--- config.mk ---
export PLATFORM = sky130hd
export DESIGN_NAME = load_store_unit
export DESIGN_NICKNAME = d
export VERILOG_FILES = /design/src/rtl/load_store_unit.sv
export SDC_FILE = /design/constraint.sdc
export NUM_CORES = 1
export LEC_CHECK = 0
export ABC_AREA = 1
export ABC_CLOCK_PERIOD_IN_PS = 12600
export BUFFER_PORTS_ARGS = -buffer_cell sky130_fd_sc_hd__buf_2
export CAP_MARGIN = 20
export CORE_MARGIN = 3
export CORE_UTILIZATION = 55
export DETAILED_ROUTE_END_ITERATION = 7
export PLACE_DENSITY = 0.89
export SYNTH_ARGS = -nofsm -noshare
export SYNTH_HDL_FRONTEND = slang
export SYNTH_SLANG_ARGS = --single-unit
--- constraint.sdc ---
create_clock -name clk -period 12.6 [get_ports clk]
set_clock_uncertainty 0.15 [all_clocks]
set_input_delay 1.89 -clock clk [delete_from_list [all_inputs] [get_ports clk]]
set_output_delay 1.89 -clock clk [all_outputs]
set_load 0.01 [all_outputs]
--- src/rtl/load_store_unit.sv ---
// Load/store unit: one req/ack data-bus transaction per accepted request, with
// sign/zero-extended load writeback. Optional bus timeout under `LSU_TIMEOUT_EN.
module load_store_unit #(
  parameter int unsigned TIMEOUT = 255
) (
  input  logic        clk,
  input  logic        rst,
  input  logic        memr_ie,
  input  logic        memw_ie,
  input  logic [2:0]  funct3_ie,
  input  logic [31:0] addr_ie,
  input  logic [31:0] wdata_ie,
  input  logic [4:0]  rd_ie,
  input  logic        fw_ie,
  output logic        bus_req,
  output logic        bus_we,
  output logic [31:0] bus_addr,
  output logic [3:0]  bus_be,
  output logic [31:0] bus_wdata,
  input  logic        bus_ack,
  input  logic [31:0] bus_rdata,
  output logic        mem_stall,
  output logic        wb_valid,
  output logic [4:0]  wb_rd,
  output logic        wb_fw,
  output logic [31:0] wb_data,
  output logic        misalign,
  output logic        timeout_err,
  output logic [1:0]  state_dbg
);

  localparam logic [1:0] IDLE = 2'd0;
  localparam logic [1:0] REQ  = 2'd1;
  localparam logic [1:0] WB   = 2'd2;

  if (TIMEOUT < 1 || TIMEOUT > 255) begin : g_bad_timeout
    $error("TIMEOUT must be in 1..255");
  end

  logic [1:0]  state;
  logic        req_any, is_store, aligned, accept;
  logic [3:0]  be_next;
  logic [31:0] wdata_next;
  logic        we_r, fw_r;
  logic [2:0]  f3_r;
  logic [1:0]  off_r;
  logic [29:0] addr_r;
  logic [4:0]  rd_r;
  logic [3:0]  be_r;
  logic [31:0] wdata_r;
  logic [7:0]  lane_b;
  logic [15:0] lane_h;
  logic [31:0] ld_ext;

  assign state_dbg = state;

  always_comb begin
    req_any  = memr_ie | memw_ie;
    is_store = memw_ie & ~memr_ie;
    case (funct3_ie[1:0])
      2'b00:   aligned = 1'b1;
      2'b01:   aligned = ~addr_ie[0];
      default: aligned = (addr_ie[1:0] == 2'b00);
    endcase
    accept     = ~rst & (state == IDLE) & req_any & aligned;
    be_next    = 4'b1111;
    wdata_next = wdata_ie;
    if (is_store) begin
      case (funct3_ie[1:0])
        2'b00: begin
          be_next    = 4'b0001 << addr_ie[1:0];
          wdata_next = {4{wdata_ie[7:0]}};
        end
        2'b01: begin
          be_next    = addr_ie[1] ? 4'b1100 : 4'b0011;
          wdata_next = {2{wdata_ie[15:0]}};
        end
        default: ;
      endcase
    end
  end

  always_comb begin
    lane_b = bus_rdata[{off_r, 3'b000} +: 8];
    lane_h = bus_rdata[{off_r[1], 4'b0000} +: 16];
    case (f3_r)
      3'b000:  ld_ext = {{24{lane_b[7]}}, lane_b};
      3'b001:  ld_ext = {{16{lane_h[15]}}, lane_h};
      3'b100:  ld_ext = {24'h0, lane_b};
      3'b101:  ld_ext = {16'h0, lane_h};
      default: ld_ext = bus_rdata;
    endcase
  end

  // Bus handshake: bus_req rises the cycle after acceptance and holds, with
  // addr/we/be/wdata stable, through the cycle in which bus_ack is sampled high.
  // bus_ack outside REQ is ignored. All bus outputs read zero when not in REQ.
  assign bus_req   = (state == REQ);
  assign bus_we    = bus_req & we_r;
  assign bus_addr  = bus_req ? {addr_r, 2'b00} : 32'h0;
  assign bus_be    = bus_req ? be_r : 4'h0;
  assign bus_wdata = bus_req ? wdata_r : 32'h0;
  assign mem_stall = accept | (state == REQ);

`ifdef LSU_TIMEOUT_EN
  logic [7:0] wait_cnt;
  localparam logic [7:0] TIMEOUT_LAST = 8'(TIMEOUT - 1);
`else
  assign timeout_err = 1'b0;
`endif

  always_ff @(posedge clk or posedge rst) begin
    if (rst) begin
      state    <= IDLE;
      we_r     <= 1'b0;
      fw_r     <= 1'b0;
      f3_r     <= 3'b000;
      off_r    <= 2'b00;
      addr_r   <= 30'h0;
      rd_r     <= 5'd0;
      be_r     <= 4'h0;
      wdata_r  <= 32'h0;
      wb_valid <= 1'b0;
      wb_rd    <= 5'd0;
      wb_fw    <= 1'b0;
      wb_data  <= 32'h0;
      misalign <= 1'b0;
`ifdef LSU_TIMEOUT_EN
      wait_cnt    <= 8'd0;
      timeout_err <= 1'b0;
`endif
    end else begin
      misalign <= (state == IDLE) & req_any & ~aligned;
      wb_valid <= 1'b0;
`ifdef LSU_TIMEOUT_EN
      timeout_err <= 1'b0;
`endif
      case (state)
        IDLE: begin
          if (accept) begin
            state   <= REQ;
            we_r    <= is_store;
            fw_r    <= fw_ie;
            f3_r    <= funct3_ie;
            off_r   <= addr_ie[1:0];
            addr_r  <= addr_ie[31:2];
            rd_r    <= rd_ie;
            be_r    <= be_next;
            wdata_r <= wdata_next;
`ifdef LSU_TIMEOUT_EN
            wait_cnt <= 8'd0;
`endif
          end
        end
        REQ: begin
          if (bus_ack) begin
            if (we_r) begin
              state <= IDLE;
            end else begin
              state    <= WB;
              wb_data  <= ld_ext;
              wb_rd    <= rd_r;
              wb_fw    <= fw_r;
              // x0 is never written; f0 is a real register
              wb_valid <= (rd_r != 5'd0) | fw_r;
            end
          end
`ifdef LSU_TIMEOUT_EN
          else if (wait_cnt == TIMEOUT_LAST) begin
            state       <= IDLE;
            timeout_err <= 1'b1;
            wait_cnt    <= 8'd0;
          end else begin
            wait_cnt <= wait_cnt + 8'd1;
          end
`endif
        end
        WB:      state <= IDLE;
        default: state <= IDLE;
      endcase
    end
  end

endmodule

Word-level counts from Yosys, hierarchy flattened
Cells that the tools add are included.
{ "classes": {"reduce_logical": 8, "add_sub_neg": 0, "shift": 3, "n_bitwise": 15, "n_eq_ne": 7, "div_mod_pow": 0, "multipliers": 0, "magnitude_cmp": 0, "muxes": 17} }
{ "op_table": {"columns": ["op", "count"], "rows": [
  ["$pmux W32 S4", 1],
  ["$mux W32", 3],
  ["$pmux W32 S2", 1],
  ["$shiftx A32 B6 Y16", 1],
  ["$shiftx A32 B6 Y8", 1],
  ["$mux W4", 3],
  ["$pmux W4 S2", 1],
  ["$and A1 B1 Y1", 7],
  ["$eq A3 B3 Y1 const B", 2],
  ["$logic_not A2 Y1", 3],
  ["$mux W2", 3],
  ["$not A1 Y1", 5],
  ["$reduce_bool A5 Y1", 1],
  ["$eq A2 B1 Y1 const B", 2],
  ["$pmux W2 S2", 1],
  ["$reduce_and A2 Y1", 2],
  ["$shl A1 B2 Y4 const A", 1],
  ["$eq A3 B1 Y1 const B", 1],
  ["$logic_not A3 Y1", 1],
  ["$mux W1", 3],
  ["$or A1 B1 Y1", 3],
  ["$reduce_and A3 Y1", 1],
  ["$ne A2 B1 Y1 const B", 1],
  ["$ne A2 B2 Y1 const B", 1],
  ["$pmux W1 S2", 1]
]} }
{ "totals": {"mem_bits_ro": 0, "n_memories": 0, "inputBits": 110, "latch_bits": 0, "reg_bits": 120, "word_cells": 64, "ram_bits": 0} }

Logic depth before layout (Yosys ltp)
Gate-level depths: netlist of run 1.
{ "logic_depth": {"ltp_word": 6, "depth_mapped": 10, "mapped_depth_nobuf": 9} }

Worst setup path before layout of run 1
Ideal clock, no wire load.
{ "synth_timing": {"kind": "in2out", "start": "in rst", "end": "out mem_stall", "path_buffers": 1, "cell_stages": 6, "path_slack_ns": 5.138, "arrival_time_ns": 5.422, "cell_sequence": "inv_1 nand3_1 nor2_4 inv_1 buf_2 nand2_1"} }
{ "synth_via": {"elab_chain_cells": 5} }
{ "synth_rtl": {"columns": ["item", "line_no", "rtl"], "rows": [
  ["start: declaration", "7", "input logic rst,"],
  ["$not A1 Y1", "65", "accept = ~rst & (state == IDLE) & req_any & aligned;"],
  ["$and A1 B1 Y1 (3 in a row)", "65", null],
  ["$or A1 B1 Y1", "103", "assign mem_stall = accept | (state == REQ);"],
  ["end: declaration", "22", "output logic mem_stall,"]
]} }
No other way between the ends.

Final worst setup path of run 1
Ends and elaborated chain as after synthesis.

==> results of run 1 <==
-- through the flow --
step	hold slack [ns]	area, µm²
6_report	0.320	8270
5_1_grt	0.350	8270
4_1_cts	0.326	8220
3_5_place_dp	0.311	7620
3_3_place_gp	0.308	7620
2_1_floorplan	0.299	6680
-- Yosys cell counts, types with 2 or more instances --
master | count | area share [%]
or2_2 | 15 | 1.4
dfrtp_1 | 120 | 45
nor3_1 | 2 | 0.15
inv_1 | 143 | 8.0
buf_6 | 17 | 2.9
nand2_2 | 2 | 0.19
o21ai_2 | 58 | 7.6
clkbuf_1 | 13 | 0.73
nand3_1 | 47 | 3.5
a21oi_1 | 16 | 1.2
buf_2 | 15 | 1.1
o21ai_0 | 37 | 2.8
nand2_1 | 312 | 18
inv_2 | 4 | 0.22
buf_4 | 4 | 0.45
nor2_4 | 2 | 0.34
a31oi_1 | 2 | 0.19
nor2_1 | 95 | 5.3
-- layout by cell type (no fill, tap or decap), types with 3 or more instances in the layout --
| cell type | instances |
|---|---|
| a21oi_1 | 16 |
| buf_2 | 220 |
| buf_4 | 3 |
| bufinv_16 | 3 |
| clkbuf_1 | 4 |
| clkbuf_16 | 17 |
| clkbuf_8 | 3 |
| clkinv_2 | 4 |
| conb_1 | 3 |
| dfrtp_1 | 120 |
| inv_1 | 142 |
| inv_2 | 4 |
| nand2_1 | 312 |
| nand3_1 | 47 |
| nor2_1 | 95 |
| o21ai_0 | 37 |
| o21ai_2 | 58 |
| or2_2 | 15 |
-- flip-flops by register name, indices dropped and copies added, names as in the netlist --
signal,cells
f3_r,3
wb_fw,1
we_r,1
be_r,4
wb_rd,5
rd_r,5
state_dbg,2
wdata_r,32
misalign,1
off_r,2
addr_r,30
fw_r,1
wb_data,32
wb_valid,1
-- area by class of cell --
type                    count  area share (%)
flip-flops and latches    120            36.3
multi-input cells         598            33.3
clock buffers              24            5.82
well taps                 143            2.16
clock inverters             8            1.44
inverters                 148            6.78
repair buffers            225            14.2
-- metal layers --
layer | GRT usage [%] | wire, µm
met1 | 33.9 | 7260
met2 | 43.9 | 8620
met3 | 7.15 | 1410
met4 | 11.2 | 513
met5 | 0 | 0
-- how the worst min path moves through the flow --
| stage | end | slack (ns) | start | cells after the start |
|---|---|---|---|---|
| 3_3_place_gp | wb_data[8]$_DFFE_PP0P_ | 0.31 | wb_data[8]$_DFFE_PP0P_ | 2 |
| 4_1_cts | wb_data[4]$_DFFE_PP0P_ | 0.33 | wb_data[4]$_DFFE_PP0P_ | 2 |
| 3_5_place_dp | wb_data[4]$_DFFE_PP0P_ | 0.31 | wb_data[4]$_DFFE_PP0P_ | 2 |
| 2_1_floorplan | wdata_r[15]$_DFFE_PP0P_ | 0.30 | wdata_r[15]$_DFFE_PP0P_ | 2 |
| 5_1_grt | wb_data[10]$_DFFE_PP0P_ | 0.35 | wb_data[10]$_DFFE_PP0P_ | 2 |
| 6_report | wb_data[4]$_DFFE_PP0P_ | 0.32 | wb_data[4]$_DFFE_PP0P_ | 2 |
-- logic make-up after synthesis --
group / after synthesis / synth area share (%)
AOI/OAI and AO/OA: 116 / 12.1
buffers and inverters: 199 / 13.8
other: 1 / 0.0562
and+or+nand+nor: 479 / 29.0
DFF: 120 / 45.0
-- where the power goes --
| group | switching, mW | internal (mW) |
|---|---|---|
| Sequential | 0.0712 | 0.526 |
| Clock | 0.166 | 0.325 |
| Combinational | 0.347 | 0.223 |
-- critical path: cells and delay by family --
family	cells	cell delay, ns
buffers and inverters	5	1.73
and+or+nand+nor	3	0.50
==> impl_metrics.env, run 1 <==
export IMPL_outcome="completed"
export IMPL_worst_slack_ns=6.37
export IMPL_ios=224
export IMPL_hold_viol_final=0
export IMPL_cts_setup_buffers=0
export IMPL_crit_required_ns=10.56
export IMPL_grt_pass1_wl_um=28400
export IMPL_dr_first_iter_drc_count=544
export IMPL_rsz0062_at_grt="false"
export IMPL_fmax_ghz=0.161
export IMPL_yosys_most_used_dff="dfrtp_1"
export IMPL_dr_pass1_iters=5
export IMPL_nets=1220
export IMPL_root_buffer="clkbuf_16"
export IMPL_p_total_mw=1.66
export IMPL_dp_hpwl_um=12500
export IMPL_timing_final_max_slew_violations=0
export IMPL_ys_types=29
export IMPL_grt_util_all_layers_pct=26.8
export IMPL_power_density_nw_per_um2=201
export IMPL_globalRoute_totalOverflow=0
export IMPL_synth_edf_count=0
export IMPL_cp_max_fo=74
export IMPL_grt_pass1_vias=6039
export IMPL_cap_viol_max_count=0
export IMPL_register_area_um2=3000
export IMPL_r2r_start="state_dbg[1]$_DFFE_PP0P_"
export IMPL_clkSinkCount=120
export IMPL_synth_seq_cells=120
export IMPL_slew_headroom_pct=40.0
export IMPL_drive_gt1_share_pct=30.1
export IMPL_ir_worst_vdd_mv=0.121
export IMPL_criticalPathCategory="input pin to output pin"
export IMPL_dieArea_um2=13500
export IMPL_worstPathArrival_ns=4.19
export IMPL_post_route_period_util_pct=49.4
export IMPL_multi_input_area_um2=2760
export IMPL_cp_common_cell="buf_2"
export IMPL_ys_async_sr_fraction_pct=100
export IMPL_synth_warnings=0
export IMPL_crit_end="mem_stall"
export IMPL_ctsLongestPathBuffers=2
export IMPL_cts_made_buffers=17
export IMPL_syn_area_um2=6680
export IMPL_hold_class="register to register"
export IMPL_drcViolationCount=0
export IMPL_critPathLaunch="rst"
export IMPL_place_ws_ns=6.32
export IMPL_portBuffers=220
export IMPL_end_kind="output pin"
export IMPL_start_util_pct=57.2
export IMPL_r2r_cells=8
export IMPL_avgSynthCellArea_um2=7.30
export IMPL_setup_violations=0
export IMPL_syn_inst=915
export IMPL_cts_resized=0
export IMPL_layoutNonFillerInstCount=1266
export IMPL_fin_util_pct=70.9
export IMPL_via_per_inst=5.12
export IMPL_synthToLayoutAreaGrowth_pct=23.9
export IMPL_n_fill_cell=967
export IMPL_drtAntennaViolNets=0
export IMPL_diodes=0
export IMPL_fp_row_count=39
export IMPL_regToRegEndpoint="wdata_r[31]$_DFFE_PP0P_"
export IMPL_dp_cells=1232
export IMPL_antenna_found_initial=0
export IMPL_path_cells="buf_2 -> inv_4 -> nand3_1 -> nor2_4 -> buf_4 -> inv_1 -> nand2_1 -> buf_2"
export IMPL_core_area_um2=11700
export IMPL_cts_tree="yes"
export IMPL_die_w_um=116
export IMPL_power_leakage_nw=4.87
export IMPL_clk_pin_slew_worst_paths_ns=0.05
export IMPL_ff2ff_setup_slack_ns=9.64
export IMPL_wl_um=17800
export IMPL_fp_dieH_um=116
export IMPL_ctsHtreeMaxLevel=4
export IMPL_cpPeakStageDelay_ns=0.61
export IMPL_clk_latency_ns=0.41
export IMPL_post_drt_wl_per_cell_um=14.1
export IMPL_crit_slowest_cell="buf_4"
export IMPL_synth_seq_area_share_pct=45.0
export IMPL_grt_max_degree=77
export IMPL_final_setup_tns_ns=0
export IMPL_critPathLaunchType="input pin"
export IMPL_num_vias=6477
export IMPL_tightest_slew_ns=0.900
export IMPL_finalWeightedCongestion=0.918
export IMPL_min_period_ns=6.23
export IMPL_ctsHoldBuffers=0
Note: power is estimated with default switching activity, not from simulation.
==> run 2: changes to the inputs <==
- ABC_CLOCK_PERIOD_IN_PS: 12600 -> 5000
- CORE_UTILIZATION: 55 -> 46
- PLACE_DENSITY: 0.89 -> 0.8
- clock period: 12.6 -> 5 ns (I/O delays scaled with it)
==> run 2 against run 1 <==
Effect of this change:
- design area is 1.1% higher
- setup slack got worse by 4.5 ns
- core utilization is 11 points lower
- sequential power is 150% higher
- first-iteration DRC count shrank 5.1%
- total power rose to 2.5 times the previous value
- register-to-register slack got worse by 6.8 ns
- critical endpoint unchanged
==> impl_metrics.env, run 2 (same netlist as run 1, synthesis figures left out) <==
export IMPL_outcome="completed"
export IMPL_criticalPathCategory="input pin to output pin"
export IMPL_synthToLayoutAreaGrowth_pct=25.3
export IMPL_nets=1221
export IMPL_worstPathArrival_ns=2.18
export IMPL_ios=224
export IMPL_tightest_slew_ns=0.979
export IMPL_regToRegEndpoint="wb_data[27]$_DFFE_PP0P_"
export IMPL_critPathLaunch="funct3_ie[0]"
export IMPL_fin_util_pct=59.6
export IMPL_design_area_um2=8370
export IMPL_grt_max_degree=149
export IMPL_rsz0062_at_grt="false"
export IMPL_path_cells="buf_2 -> nor2_1 -> a21oi_2 -> nor2_4 -> inv_1 -> nand2_1 -> buf_2"
export IMPL_wl_um=18100
export IMPL_hold_viol_final=0
export IMPL_cts_setup_buffers=0
export IMPL_final_common_cell="nand2_1"
export IMPL_dieArea_um2=16000
export IMPL_antenna_found_initial=0
export IMPL_cts_tree="yes"
export IMPL_cts_resized=0
export IMPL_hp_start="wb_data[4]$_DFFE_PP0P_"
export IMPL_use_met3_pct=6.02
export IMPL_post_route_period_util_pct=61.6
export IMPL_r2r_start="state_dbg[0]$_DFFE_PP0P_"
export IMPL_portBuffers=220
export IMPL_grt_pass1_vias=5931
export IMPL_drive_gt1_share_pct=30.5
export IMPL_reg_largest_list="wb_data: 32 flops, wdata_r: 32 flops, addr_r: 30 flops"
export IMPL_final_setup_tns_ns=0
export IMPL_power_density_nw_per_um2=504
export IMPL_ctsHtreeMaxLevel=4
export IMPL_root_buffer="clkbuf_16"
export IMPL_drcViolationCount=0
export IMPL_hold_class="register to register"
export IMPL_fp_dieH_um=126
export IMPL_num_vias=6357
export IMPL_r2r_cells=7
export IMPL_clk_latency_ns=0.41
export IMPL_slew_headroom_pct=34.7
export IMPL_die_w_um=126
export IMPL_dp_hpwl_um=12800
export IMPL_fp_row_count=43
export IMPL_hold_depth=2
export IMPL_dr_pass1_iters=4
export IMPL_diodes=0
export IMPL_globalRoute_totalOverflow=0
export IMPL_grt_util_all_layers_pct=22.8
export IMPL_ff2ff_setup_slack_ns=2.83
export IMPL_cts_made_buffers=17
export IMPL_crit_slowest_cell="nor2_1"
export IMPL_holdPathEnd="wb_data[4]$_DFFE_PP0P_"
export IMPL_power_leakage_nw=4.86
export IMPL_ir_worst_vdd_mv=0.228
export IMPL_timing_final_max_slew_violations=0
export IMPL_final_cell_mix="nand2_1 (312), buf_2 (220), inv_1 (142), dfrtp_1 (120), nor2_1 (95)"
export IMPL_critPathLaunchType="input pin"
export IMPL_dpl_instance_area_um2=7710
export IMPL_core_area_um2=14000
export IMPL_cpPeakStageDelay_ns=0.60
export IMPL_cap_viol_max_count=0
export IMPL_grt_util_met2_pct=37.3
export IMPL_ctsHoldBuffers=0
export IMPL_grt_busiest_layer="met2"
export IMPL_clk_pin_slew_worst_paths_ns=0.06
export IMPL_min_period_ns=3.08
export IMPL_grt_pass1_wl_um=29400
export IMPL_end_kind="output pin"
export IMPL_cp_common_cell="buf_2"
export IMPL_setup_violations=0
export IMPL_clkSinkCount=120
export IMPL_fin_worst_hold_slack_ns=0.322
export IMPL_crit_required_ns=4.10
export IMPL_finalWeightedCongestion=0.873
export IMPL_fmax_ghz=0.325
export IMPL_drtAntennaViolNets=0
export IMPL_post_drt_wl_per_cell_um=13.9
export IMPL_use_met1_pct=30.2
export IMPL_p_total_mw=4.22
export IMPL_cp_max_fo=11
export IMPL_ctsLongestPathBuffers=2
export IMPL_dr_first_iter_drc_count=516
export IMPL_start_util_pct=47.5
export IMPL_via_per_inst=4.88
run 2: cell types whose count changed in the layout (fill, tap and decap cells not counted):
| cell | delta |
|---|---|
| clkinvlp_4 | +6 |
| clkbuf_1 | -4 |
| clkbuf_8 | -3 |
| clkinv_2 | -2 |
| clkinv_4 | +2 |
| buf_12 | +1 |
| bufinv_16 | +1 |
| inv_4 | -1 |
| inv_6 | +1 |
run 2: critical path: cells and delay by family:
family                 cells  cell delay (ns)
buffers and inverters      3             0.46
and+or+nand+nor            3             0.87
AOI/OAI and AO/OA          1             0.10
run 2: how the worst max path moves through the flow:
stage,endpoint,slack (ns),cells after the start
after global placement,mem_stall,1.95,7
after CTS,mem_stall,1.94,7
after detailed placement,mem_stall,1.94,7
after global routing,mem_stall,1.78,7
after floorplan,mem_stall,0.75,6
final,mem_stall,1.92,7
run 2: stage by stage:
stage,instances,setup slack [ns]
after floorplan,917,0.755
after global placement,1270,1.95
after detailed placement,1271,1.94
after global routing,1304,1.78
after CTS,1303,1.94
final,1304,1.92
run 2: power by group:
part	internal [mW]	leakage, nW	switching (mW)	total [mW]
sequential	1.32	1.47	0.167	1.49
clock	0.834	0.291	0.458	1.29
combinational	0.564	3.10	0.868	1.43
run 2: routing by layer:
layer / share of wire, % / vias to the layer above
li1: - / 3156
met1: 42 / 2898
met2: 48 / 282
met3: 8.9 / 21
met4: 1.2 / 0
met5: 0 / -
run 2: layout make-up:
type / instances / area, µm²
timing repair buffer: 226 / 1190
multi-input combinational: 598 / 2760
sequential: 120 / 3000
clock inverter: 15 / 203
tap: 180 / 225
inverter: 148 / 562
clock buffer: 17 / 425
fill: 1272 / 5680
